### src/rtl/alu_sequencer_pkg.sv
// Shared constants, types and the first-pass decode for alu_sequencer.
// ALU function encodings are one-hot; ALU_NOP drives no function for undefined opcodes.
package alu_sequencer_pkg;

  localparam int REG_WIDTH = 8;
  localparam int OPP_WIDTH = 5;
  localparam int MSB       = REG_WIDTH - 1;

  localparam logic [OPP_WIDTH-1:0] ALU_NOP = 5'b00000;
  localparam logic [OPP_WIDTH-1:0] ALU_SUM = 5'b00001;
  localparam logic [OPP_WIDTH-1:0] ALU_AND = 5'b00010;
  localparam logic [OPP_WIDTH-1:0] ALU_OR  = 5'b00100;
  localparam logic [OPP_WIDTH-1:0] ALU_XOR = 5'b01000;
  localparam logic [OPP_WIDTH-1:0] ALU_SR  = 5'b10000;

  localparam logic [3:0] CTL_ADC = 4'd0;
  localparam logic [3:0] CTL_SBC = 4'd1;
  localparam logic [3:0] CTL_CMP = 4'd2;
  localparam logic [3:0] CTL_AND = 4'd3;
  localparam logic [3:0] CTL_ORA = 4'd4;
  localparam logic [3:0] CTL_EOR = 4'd5;
  localparam logic [3:0] CTL_ASL = 4'd6;
  localparam logic [3:0] CTL_ROL = 4'd7;

  localparam int P_C = 0;
  localparam int P_Z = 1;
  localparam int P_D = 3;
  localparam int P_V = 6;
  localparam int P_N = 7;

  typedef enum logic [1:0] {
    ST_IDLE  = 2'd0,
    ST_EXEC  = 2'd1,
    ST_SETUP = 2'd2,
    ST_RESP  = 2'd3
  } seq_state_e;

  typedef struct packed {
    logic [OPP_WIDTH-1:0] func;
    logic [REG_WIDTH-1:0] a;
    logic [REG_WIDTH-1:0] b;
    logic                 cin;
  } alu_pass_t;

  // ALU drive for the first (often only) pass of an opcode.
  function automatic alu_pass_t first_pass(input logic [3:0]           op,
                                           input logic [REG_WIDTH-1:0] a,
                                           input logic [REG_WIDTH-1:0] b,
                                           input logic                 c);
    alu_pass_t p;
    p.func = ALU_NOP;
    p.a    = a;
    p.b    = '0;
    p.cin  = 1'b0;
    case (op)
      CTL_ADC: begin p.func = ALU_SUM; p.b = b;  p.cin = c;    end
      CTL_SBC: begin p.func = ALU_SUM; p.b = ~b; p.cin = c;    end
      CTL_CMP: begin p.func = ALU_SUM; p.b = ~b; p.cin = 1'b1; end
      CTL_AND: begin p.func = ALU_AND; p.b = b; end
      CTL_ORA: begin p.func = ALU_OR;  p.b = b; end
      CTL_EOR: begin p.func = ALU_XOR; p.b = b; end
      CTL_ASL, CTL_ROL: begin p.func = ALU_SR; p.b = REG_WIDTH'(1); end
      default: ;
    endcase
    return p;
  endfunction

endpackage

### src/rtl/alu_sequencer_bcd_fix.sv
// Decimal-mode adjust for ADC/SBC: derives the second-pass addend and the ADC high-digit carry.
// Only instantiated when ALU_DECIMAL_EN is defined.
module alu_bcd_fix
  import alu_sequencer_pkg::*;
(
  input  logic [3:0]           a_lo_i,
  input  logic [3:0]           b_lo_i,
  input  logic                 c_i,
  input  logic                 sub_i,
  input  logic [REG_WIDTH-1:0] sum_i,
  input  logic                 carry_i,
  output logic [REG_WIDTH-1:0] adj_o,
  output logic                 hi_o
);

  logic [4:0]           lo_add;
  logic [4:0]           lo_sub;
  logic                 lo;
  logic                 hi;
  logic [REG_WIDTH-1:0] lo_fixed;

  always_comb begin
    lo_add   = {1'b0, a_lo_i} + {1'b0, b_lo_i} + {4'b0, c_i};
    lo_sub   = {1'b0, a_lo_i} + {1'b0, ~b_lo_i} + {4'b0, c_i};
    lo       = 1'b0;
    hi       = 1'b0;
    lo_fixed = sum_i;
    adj_o    = '0;
    hi_o     = 1'b0;
    if (sub_i) begin
      // Borrows are undone by adding -6 per digit: 0xFA low, 0xA0 high.
      if (!lo_sub[4]) adj_o = 8'hFA;
      if (!carry_i)   adj_o = adj_o + 8'hA0;
    end else begin
      lo       = lo_add > 5'd9;
      lo_fixed = sum_i + (lo ? 8'h06 : 8'h00);
      hi       = ({carry_i, sum_i} > 9'h099) || (lo_fixed[7:4] > 4'd9);
      adj_o    = {(hi ? 4'h6 : 4'h0), (lo ? 4'h6 : 4'h0)};
      hi_o     = hi;
    end
  end

endmodule

### src/rtl/alu_sequencer.sv
// Multi-pass sequencer driving an external ALU; returns result and N/V/Z/C status.
// Optional BCD second pass for ADC/SBC is enabled by defining ALU_DECIMAL_EN.
module alu_sequencer
  import alu_sequencer_pkg::*;
#(
  parameter int ALU_LATENCY = 1
)
(
  input  logic                 phi1,
  input  logic                 reset_n,
  // Handshakes: a transfer happens on a rising edge where valid && ready.
  // req_ready is high only in IDLE; rsp_valid holds with data until rsp_ready.
  input  logic                 req_valid,
  output logic                 req_ready,
  input  logic [3:0]           req_op,
  input  logic [REG_WIDTH-1:0] req_a,
  input  logic [REG_WIDTH-1:0] req_b,
  input  logic [REG_WIDTH-1:0] req_p,
  output logic                 rsp_valid,
  input  logic                 rsp_ready,
  output logic [REG_WIDTH-1:0] rsp_data,
  output logic [REG_WIDTH-1:0] rsp_p,
  output logic [OPP_WIDTH-1:0] alu_func,
  output logic [REG_WIDTH-1:0] alu_a,
  output logic [REG_WIDTH-1:0] alu_b,
  output logic                 alu_carry_in,
  input  logic [REG_WIDTH-1:0] alu_dout,
  input  logic                 alu_carry_out,
  output logic [1:0]           dbg_state
);

  localparam int CNT_W = (ALU_LATENCY > 1) ? $clog2(ALU_LATENCY) : 1;
  localparam logic [CNT_W-1:0] CNT_LOAD = CNT_W'(ALU_LATENCY - 1);

  seq_state_e           state_q, state_d;
  logic                 pass_q, pass_d;
  logic [CNT_W-1:0]     cnt_q, cnt_d;
  logic [3:0]           op_q, op_d;
  logic [REG_WIDTH-1:0] a_q, a_d, b_q, b_d, p_q, p_d;
  logic [REG_WIDTH-1:0] r1_q, r1_d;
  logic                 c1_q, c1_d, v1_q, v1_d;
  logic [OPP_WIDTH-1:0] alu_func_q, alu_func_d;
  logic [REG_WIDTH-1:0] alu_a_q, alu_a_d, alu_b_q, alu_b_d;
  logic                 alu_cin_q, alu_cin_d;
  logic [REG_WIDTH-1:0] rsp_data_q, rsp_data_d, rsp_p_q, rsp_p_d;

  alu_pass_t            setup1, setup2;
  logic [REG_WIDTH-1:0] dec_adj;
  logic                 dec_hi, dec_en;
  logic                 two_pass, v_now, res_zero, fin_c, fin_v;
  logic [REG_WIDTH-1:0] fin_data, fin_p;

`ifdef ALU_DECIMAL_EN
  alu_bcd_fix u_bcd_fix (
    .a_lo_i  (a_q[3:0]),
    .b_lo_i  (b_q[3:0]),
    .c_i     (p_q[P_C]),
    .sub_i   (op_q == CTL_SBC),
    .sum_i   (r1_q),
    .carry_i (c1_q),
    .adj_o   (dec_adj),
    .hi_o    (dec_hi)
  );
  assign dec_en = p_q[P_D] && ((op_q == CTL_ADC) || (op_q == CTL_SBC));
`else
  assign dec_adj = '0;
  assign dec_hi  = 1'b0;
  assign dec_en  = 1'b0;
`endif

  assign two_pass = (op_q == CTL_ROL) || dec_en;
  assign setup1   = first_pass(req_op, req_a, req_b, req_p[P_C]);
  // Overflow uses the operand actually fed to the adder, so SBC sees ~b here.
  assign v_now    = (a_q[MSB] == alu_b_q[MSB]) && (alu_dout[MSB] != a_q[MSB]);
  assign res_zero = (alu_dout == '0);

  always_comb begin
    setup2.func = ALU_OR;
    setup2.a    = r1_q;
    setup2.b    = {{(REG_WIDTH-1){1'b0}}, p_q[P_C]};
    setup2.cin  = 1'b0;
    if (dec_en) begin
      setup2.func = ALU_SUM;
      setup2.b    = dec_adj;
    end
  end

  always_comb begin
    fin_data = alu_dout;
    fin_p    = p_q;
    fin_c    = pass_q ? (c1_q | dec_hi) : alu_carry_out;
    fin_v    = pass_q ? v1_q : v_now;
    case (op_q)
      CTL_ADC, CTL_SBC: begin
        fin_p[P_N] = alu_dout[MSB];
        fin_p[P_Z] = res_zero;
        fin_p[P_C] = fin_c;
        fin_p[P_V] = fin_v;
      end
      CTL_CMP: begin
        fin_data   = a_q;
        fin_p[P_N] = alu_dout[MSB];
        fin_p[P_Z] = res_zero;
        fin_p[P_C] = alu_carry_out;
      end
      CTL_AND, CTL_ORA, CTL_EOR: begin
        fin_p[P_N] = alu_dout[MSB];
        fin_p[P_Z] = res_zero;
      end
      CTL_ASL, CTL_ROL: begin
        fin_p[P_N] = alu_dout[MSB];
        fin_p[P_Z] = res_zero;
        fin_p[P_C] = a_q[MSB];
      end
      default: fin_data = a_q;
    endcase
  end

  always_comb begin
    state_d    = state_q;
    pass_d     = pass_q;
    cnt_d      = cnt_q;
    op_d       = op_q;
    a_d        = a_q;
    b_d        = b_q;
    p_d        = p_q;
    r1_d       = r1_q;
    c1_d       = c1_q;
    v1_d       = v1_q;
    alu_func_d = alu_func_q;
    alu_a_d    = alu_a_q;
    alu_b_d    = alu_b_q;
    alu_cin_d  = alu_cin_q;
    rsp_data_d = rsp_data_q;
    rsp_p_d    = rsp_p_q;
    case (state_q)
      ST_IDLE: begin
        if (req_valid) begin
          op_d       = req_op;
          a_d        = req_a;
          b_d        = req_b;
          p_d        = req_p;
          pass_d     = 1'b0;
          cnt_d      = CNT_LOAD;
          alu_func_d = setup1.func;
          alu_a_d    = setup1.a;
          alu_b_d    = setup1.b;
          alu_cin_d  = setup1.cin;
          state_d    = ST_EXEC;
        end
      end
      ST_EXEC: begin
        if (cnt_q != '0) begin
          cnt_d = cnt_q - CNT_W'(1);
        end else if (!pass_q && two_pass) begin
          r1_d    = alu_dout;
          c1_d    = alu_carry_out;
          v1_d    = v_now;
          state_d = ST_SETUP;
        end else begin
          rsp_data_d = fin_data;
          rsp_p_d    = fin_p;
          state_d    = ST_RESP;
        end
      end
      ST_SETUP: begin
        pass_d     = 1'b1;
        cnt_d      = CNT_LOAD;
        alu_func_d = setup2.func;
        alu_a_d    = setup2.a;
        alu_b_d    = setup2.b;
        alu_cin_d  = setup2.cin;
        state_d    = ST_EXEC;
      end
      ST_RESP: begin
        if (rsp_ready) state_d = ST_IDLE;
      end
      default: state_d = ST_IDLE;
    endcase
  end

  always_ff @(posedge phi1 or negedge reset_n) begin
    if (!reset_n) begin
      state_q    <= ST_IDLE;
      pass_q     <= 1'b0;
      cnt_q      <= '0;
      op_q       <= '0;
      a_q        <= '0;
      b_q        <= '0;
      p_q        <= '0;
      r1_q       <= '0;
      c1_q       <= 1'b0;
      v1_q       <= 1'b0;
      alu_func_q <= '0;
      alu_a_q    <= '0;
      alu_b_q    <= '0;
      alu_cin_q  <= 1'b0;
      rsp_data_q <= '0;
      rsp_p_q    <= '0;
    end else begin
      state_q    <= state_d;
      pass_q     <= pass_d;
      cnt_q      <= cnt_d;
      op_q       <= op_d;
      a_q        <= a_d;
      b_q        <= b_d;
      p_q        <= p_d;
      r1_q       <= r1_d;
      c1_q       <= c1_d;
      v1_q       <= v1_d;
      alu_func_q <= alu_func_d;
      alu_a_q    <= alu_a_d;
      alu_b_q    <= alu_b_d;
      alu_cin_q  <= alu_cin_d;
      rsp_data_q <= rsp_data_d;
      rsp_p_q    <= rsp_p_d;
    end
  end

  assign req_ready    = (state_q == ST_IDLE);
  assign rsp_valid    = (state_q == ST_RESP);
  assign rsp_data     = rsp_data_q;
  assign rsp_p        = rsp_p_q;
  assign alu_func     = alu_func_q;
  assign alu_a        = alu_a_q;
  assign alu_b        = alu_b_q;
  assign alu_carry_in = alu_cin_q;
  assign dbg_state    = state_q;

endmodule

### config.mk
export PLATFORM = sky130hd
export DESIGN_NAME = alu_sequencer
export DESIGN_NICKNAME = d
export VERILOG_FILES = /design/src/rtl/alu_sequencer_pkg.sv /design/src/rtl/alu_sequencer_bcd_fix.sv /design/src/rtl/alu_sequencer.sv
export SDC_FILE = /design/constraint.sdc
export NUM_CORES = 1
export LEC_CHECK = 0
export CORE_MARGIN = 4
export CORE_UTILIZATION = 52
export CTS_CLUSTER_DIAMETER = 80
export CTS_CLUSTER_SIZE = 14
export DETAILED_ROUTE_END_ITERATION = 6
export PLACE_DENSITY = 0.84
export SLEW_MARGIN = 20
export SYNTH_ARGS = -nofsm -noshare
export SYNTH_HDL_FRONTEND = slang
export SYNTH_SLANG_ARGS = --single-unit
export TNS_END_PERCENT = 30
### constraint.sdc
create_clock -name phi1 -period 2.5 [get_ports phi1]
set_clock_uncertainty 0.15 [all_clocks]
set_input_delay 0.25 -clock phi1 [delete_from_list [all_inputs] [get_ports phi1]]
set_output_delay 0.25 -clock phi1 [all_outputs]
set_load 0.05 [all_outputs]
After elaboration in Yosys (flattened, before gate mapping)
Cells that the tools add are included.

Flip-flop bits (word level): 72. Input bits: 41. Output and inout bits: 42. Word-level logic and storage cells: 92.

Add/subtract/negate cells: 1. Eq/ne operators: 22. Mux-type cells: 27. Bitwise logic cells: 3. Reduce and logical (&&, ||, !) cells: 24.

Operator list (number): equality test 4 x 3 -> 1 bit (second input constant) (8); one-hot mux 8 bit (2 select lines) (2); one-hot mux 5 bit (5 select lines) (1); 2-to-1 mux 8 bit (3); one-hot mux 8 bit (3 select lines) (1); equality test 4 x 2 -> 1 bit (second input constant) (4); one-hot mux 5 bit (2 select lines) (1); OR reduction 2 bit (5); 2-to-1 mux 1 bit (9); AND reduction 3 bit (3); equality test 4 x 1 -> 1 bit (second input constant) (2); zero test 4 bit (2); zero test 8 bit (1); inverter 8 bit (1); one-hot mux 2 bit (4 select lines) (1); OR reduction 8 bit (1); OR reduction 7 bit (1); 2-to-1 mux 2 bit (3); one-hot mux 1 bit (2 select lines) (3); one-hot mux 1 bit (3 select lines) (2); AND reduction 2 bit (3); 2-to-1 mux 5 bit (1); equality test 2 bit (second input constant) (2); inequality test 2 bit (second input constant) (2); other kinds (13) (15).

Longest topological paths before layout
Depth after elaboration: 5. Depth in mapped cells: 6. Mapped depth without buffers: 4.

Worst setup path before layout
OpenSTA, ideal clock, no wires.

Kind: reg-to-output. Start point: register state_q[1] (netlist: dbg_state[1]). End point: output rsp_valid. Data arrival time: 1670 ps. Required time: 2100 ps. Slack: 430 ps. Cell stages (with the launch flop): 4. Buffers on the path: 1. Path through: dfrtp_1 -> inv_1 -> clkbuf_1 -> nor2_1.

Word-level cells in the longest chain between the ends: 1.

RTL lines: from (decl) (RTL line alu_sequencer.sv:35) `seq_state_e state_q, state_d;`; from (signal assigned) (RTL line alu_sequencer.sv:201) `state_q <= state_d;`; equality test 2 bit (RTL line alu_sequencer.sv:221) `assign rsp_valid = (state_q == ST_RESP);`; to (decl) (RTL line alu_sequencer.sv:19) `output logic rsp_valid,`.

No other way between the ends.

Worst setup path in the final report
Start point: register state_q[1] (netlist: dbg_state[1]). End point: output dbg_state[1].

RTL lines: to (decl) (RTL line alu_sequencer.sv:29) `output logic [1:0] dbg_state`.

No word-level cell between the ends.

==> impl_summary.txt <==
----------------------------------------------------
[Finish]
  Most common library cell in the layout ignoring fill and taps ... sky130_fd_sc_hd__clkdlybuf4s50_1
  Fill cells ... ~430
  Area of combinational cells with multiple inputs ... 0.00133 mm^2
  Post-layout nets ... about 400
  Sequential cell area ... ~0.0018 mm^2
  Finished Layout Cells ... between 400 and 500
  Fraction of final layout cells sized beyond drive strength 1 ... 0.160
  Antenna diode count ... 0
  Utilization after layout ... 0.730
  Relative area change from synthesis to final layout ... 35.5%
  Most used cells in the layout excluding fill and tap cells ... sky130_fd_sc_hd__clkdlybuf4s50_1 (80), sky130_fd_sc_hd__dfrtp_1 (71), sky130_fd_sc_hd__nand2_1 (55)

[Placement]
  Detailed placer's ending HPWL ... between 5000 and 6000 um
  IO Port Bufs ... ~80
  Weighted congestion reported at the end of routability-driven placement ... 0.777
  Number of placed cells counting well taps ... roughly 430
  Post-placement worst setup slack ... 491 ps

[Setup path]
  End of the worst register-to-register path ... rsp_p[0]
  Kind of cell with the highest combined delay on the critical path ... buffers and inverters
  Slowest cell on crit path ... sky130_fd_sc_hd__clkdlybuf4s50_1
  CP startpoint kind ... flip-flop
  Biggest fanout along the worst timing path ... 17
  Sort of element at the end of the critical path ... output pin
  Combined buffer and inverter count along the critical path ... 1
  Register-to-Register Path Depth ... 4
  Data required time at the worst endpoint ... 2100 ps
  Data arrival at the endpoint of the critical path ... around 1900 ps
  Largest stage delay on the critical path ... 920 ps
  Flop-to-flop setup slack ... roughly 580 ps
  Worst Path Class, Setup ... flip-flop to output pin
  Series of cell instances along the critical path ... clkdlybuf4s50_1
  Startpoint of the worst-slack reg-to-reg timing path ... dbg_state[1]

[GRT]
  Number of global-route vias before repair ... about 2700
  Total grt overflow ... 0
  Pin count of the biggest net entering global routing ... 43
  Wire length of the first global-routing pass ... between 10000 and 15000 um
  Overall fraction of global-route tracks in use ... 0.223
  Antenna violations before repair ... 0

[CTS]
  Number of buffers created by CTS ... 9
  Clock H-tree levels ... 3
  Setup Buffers After CTS ... 0
  TritonCTS clock tree ... done
  Number of gates given a new drive strength after cts ... 0
  Clock sink count ... between 70 and 80
  Cell chosen for the clock root ... sky130_fd_sc_hd__clkbuf_8
  Max Root-Sink Buffers ... 2
  Clock Pin Slew Worst Setup and Hold Paths ... 70 ps
  Cts hold-fix bufs ... 1
  Source-to-sink clock delay at the later pin of the worst-skew pair ... between 300 and 400 ps

[Logic synthesis]
  Register bit total from synthesis ... 71
  Number of warnings issued by yosys ... 0
  Post-Syn Nets ... approximately 320
  Ys async rst share ... 1.00
  Number of standard cells after synthesis ... ~280
  Post-synthesis instance area ... 0.00321 mm^2
  Number of enable-type register cells in the synthesized netlist ... 0
  Synthesized area divided by synthesized cell count ... approximately 11 um^2
  Library cells used by synthesis ... 44
  Fraction of the yosys area taken by sequential cells ... 0.553
  Most used flip-flop cell after synthesis ... sky130_fd_sc_hd__dfrtp_1

[Hold path]
  Worst Hold Path EP ... rsp_p[4]
  Hold path depth ... 2
  Hold crit path type ... flip-flop to flip-flop
  Startpoint of the most critical hold path ... p_q[4]

[Power]
  Overall Power ... approximately 5.7 mW
  Leakage ... roughly 1.9 nW
  Power density normalized to cell area ... 1310 mW/mm^2
  Max VDD drop ... slightly below 0.9 mV

[STA]
  Worst relative slew slack ... 0.598
  RSZ-0062 raised after global routing ... no
  Transition at the pin with the smallest max-transition slack ... between 600 and 700 ps
  Setup Total Neg Slack ... 0 ps
  Max Transition Viols Final ... 0
  Fmax achieved ... between 400 and 500 MHz
  Final-report hold violation count ... 0
  Shortest clock period the worst path allows after layout ... 2290 ps
  Final worst slack ... 208 ps
  Portion of the clock cycle consumed by the worst path in the final layout ... 0.917
  Setup-failing EPs final ... 0

[Detailed routing]
  Number of DRC violations after detailed routing ... 0
  Final ANT Viol Nets ... 0
  Vias post-DR ... approximately 2500
  Vias per std cell ... 5.54
  DRT Wirelength ... 7690 um
  Number of DRC markers after the initial detailed-route iteration ... around 150
  Average wire per standard cell ... 17.1 um
  Drt first pass iters ... 4

[Floorplan]
  Effective utilization at floorplan ... 0.539
  Count of pins on the block boundary ... 83
  Die outline width ... about 87 um
  Core outline area ... slightly below 0.006 mm^2
  Row Count ... 28
  Area of the die ... roughly 0.0075 mm^2
  Height of the die ... 86.6 um

[Status]
  Run status ... complete, no violations

[Job]
  MaxCap Viol Count ... 0

----------------------------------------------------
## routing by layer
layer	GRT usage	part of all wire	vias to the layer above
met2	0.378	0.50	77
li1	-	-	1172
met1	0.295	0.43	1240
met5	0	0	-
met3	0.0456	0.059	5
met4	0.0524	0.0072	0
## synthesized netlist by cell type (all sizes together) (3+ instances only)
cell type,n,area (um^2)
nand2,56,218
nand2b,3,21.3
a21oi,7,46.3
o221ai,7,61.3
clkbuf,6,22.5
a31oi,9,56.3
and2,8,50.1
mux2i,12,120
nor2,9,50.1
dfrtp,71,1780
mux2,28,353
inv,5,18.8
buf,9,60.1
o21ai,25,125
## how the worst max path moves through the flow
stage                     cells past startpoint  slack [ps]    startpoint      endpoint
after floorplan                               3         430  dbg_state[1]     rsp_valid
after global placement                        1         600  dbg_state[0]  dbg_state[0]
after detailed placement                      5         490     req_op[0]      alu_b[4]
after CTS                                     2         190  dbg_state[1]     req_ready
after global routing                          2          80  dbg_state[1]     req_ready
final                                         1         210  dbg_state[1]  dbg_state[1]
## sequential cells by signal, summed over array words and instances (netlist names)
signal,count
c1_q,1
alu_func,5
p_q,8
alu_carry_in,1
v1_q,1
alu_b,8
op_q,4
pass_q,1
rsp_p,8
a_q,8
r1_q,8
rsp_data,8
dbg_state,2
alu_a,8
## logic make-up (layout without fill, tap and decap cells)
kind of cell	count (synthesis)	after routing	synth area share
and+or+nand+nor	88	88	0.136
xor gates and xnor gates	3	3	0.00819
buffers and inverters	20	112	0.0316
AOI/OAI and AO/OA	61	61	0.124
muxes	40	40	0.147
DFF	71	71	0.553
## through the flow
step                      cell area (um^2)  hold slack [ps]
after floorplan                       3210             -196
after global placement                4100              137
after detailed placement              4100              146
after CTS                             4350              327
after global routing                  4350              332
final                                 4350              318
## final cells by class
cell class / instances / area share
flip-flops and latches: 71 / 0.409
multi-input cells: 192 / 0.306
repair buffers: 91 / 0.203
clock buffers: 9 / 0.0285
clock inverters: 7 / 0.0276
well taps: 75 / 0.0216
inverters: 5 / 0.00432
## power breakdown
group	switching (mW)	internal [mW]	total [mW]
sequential	0.374	1.60	1.97
clock	0.442	0.666	1.11
combinational	1.59	1.01	2.60
Note: power is estimated with default switching activity, not from simulation.
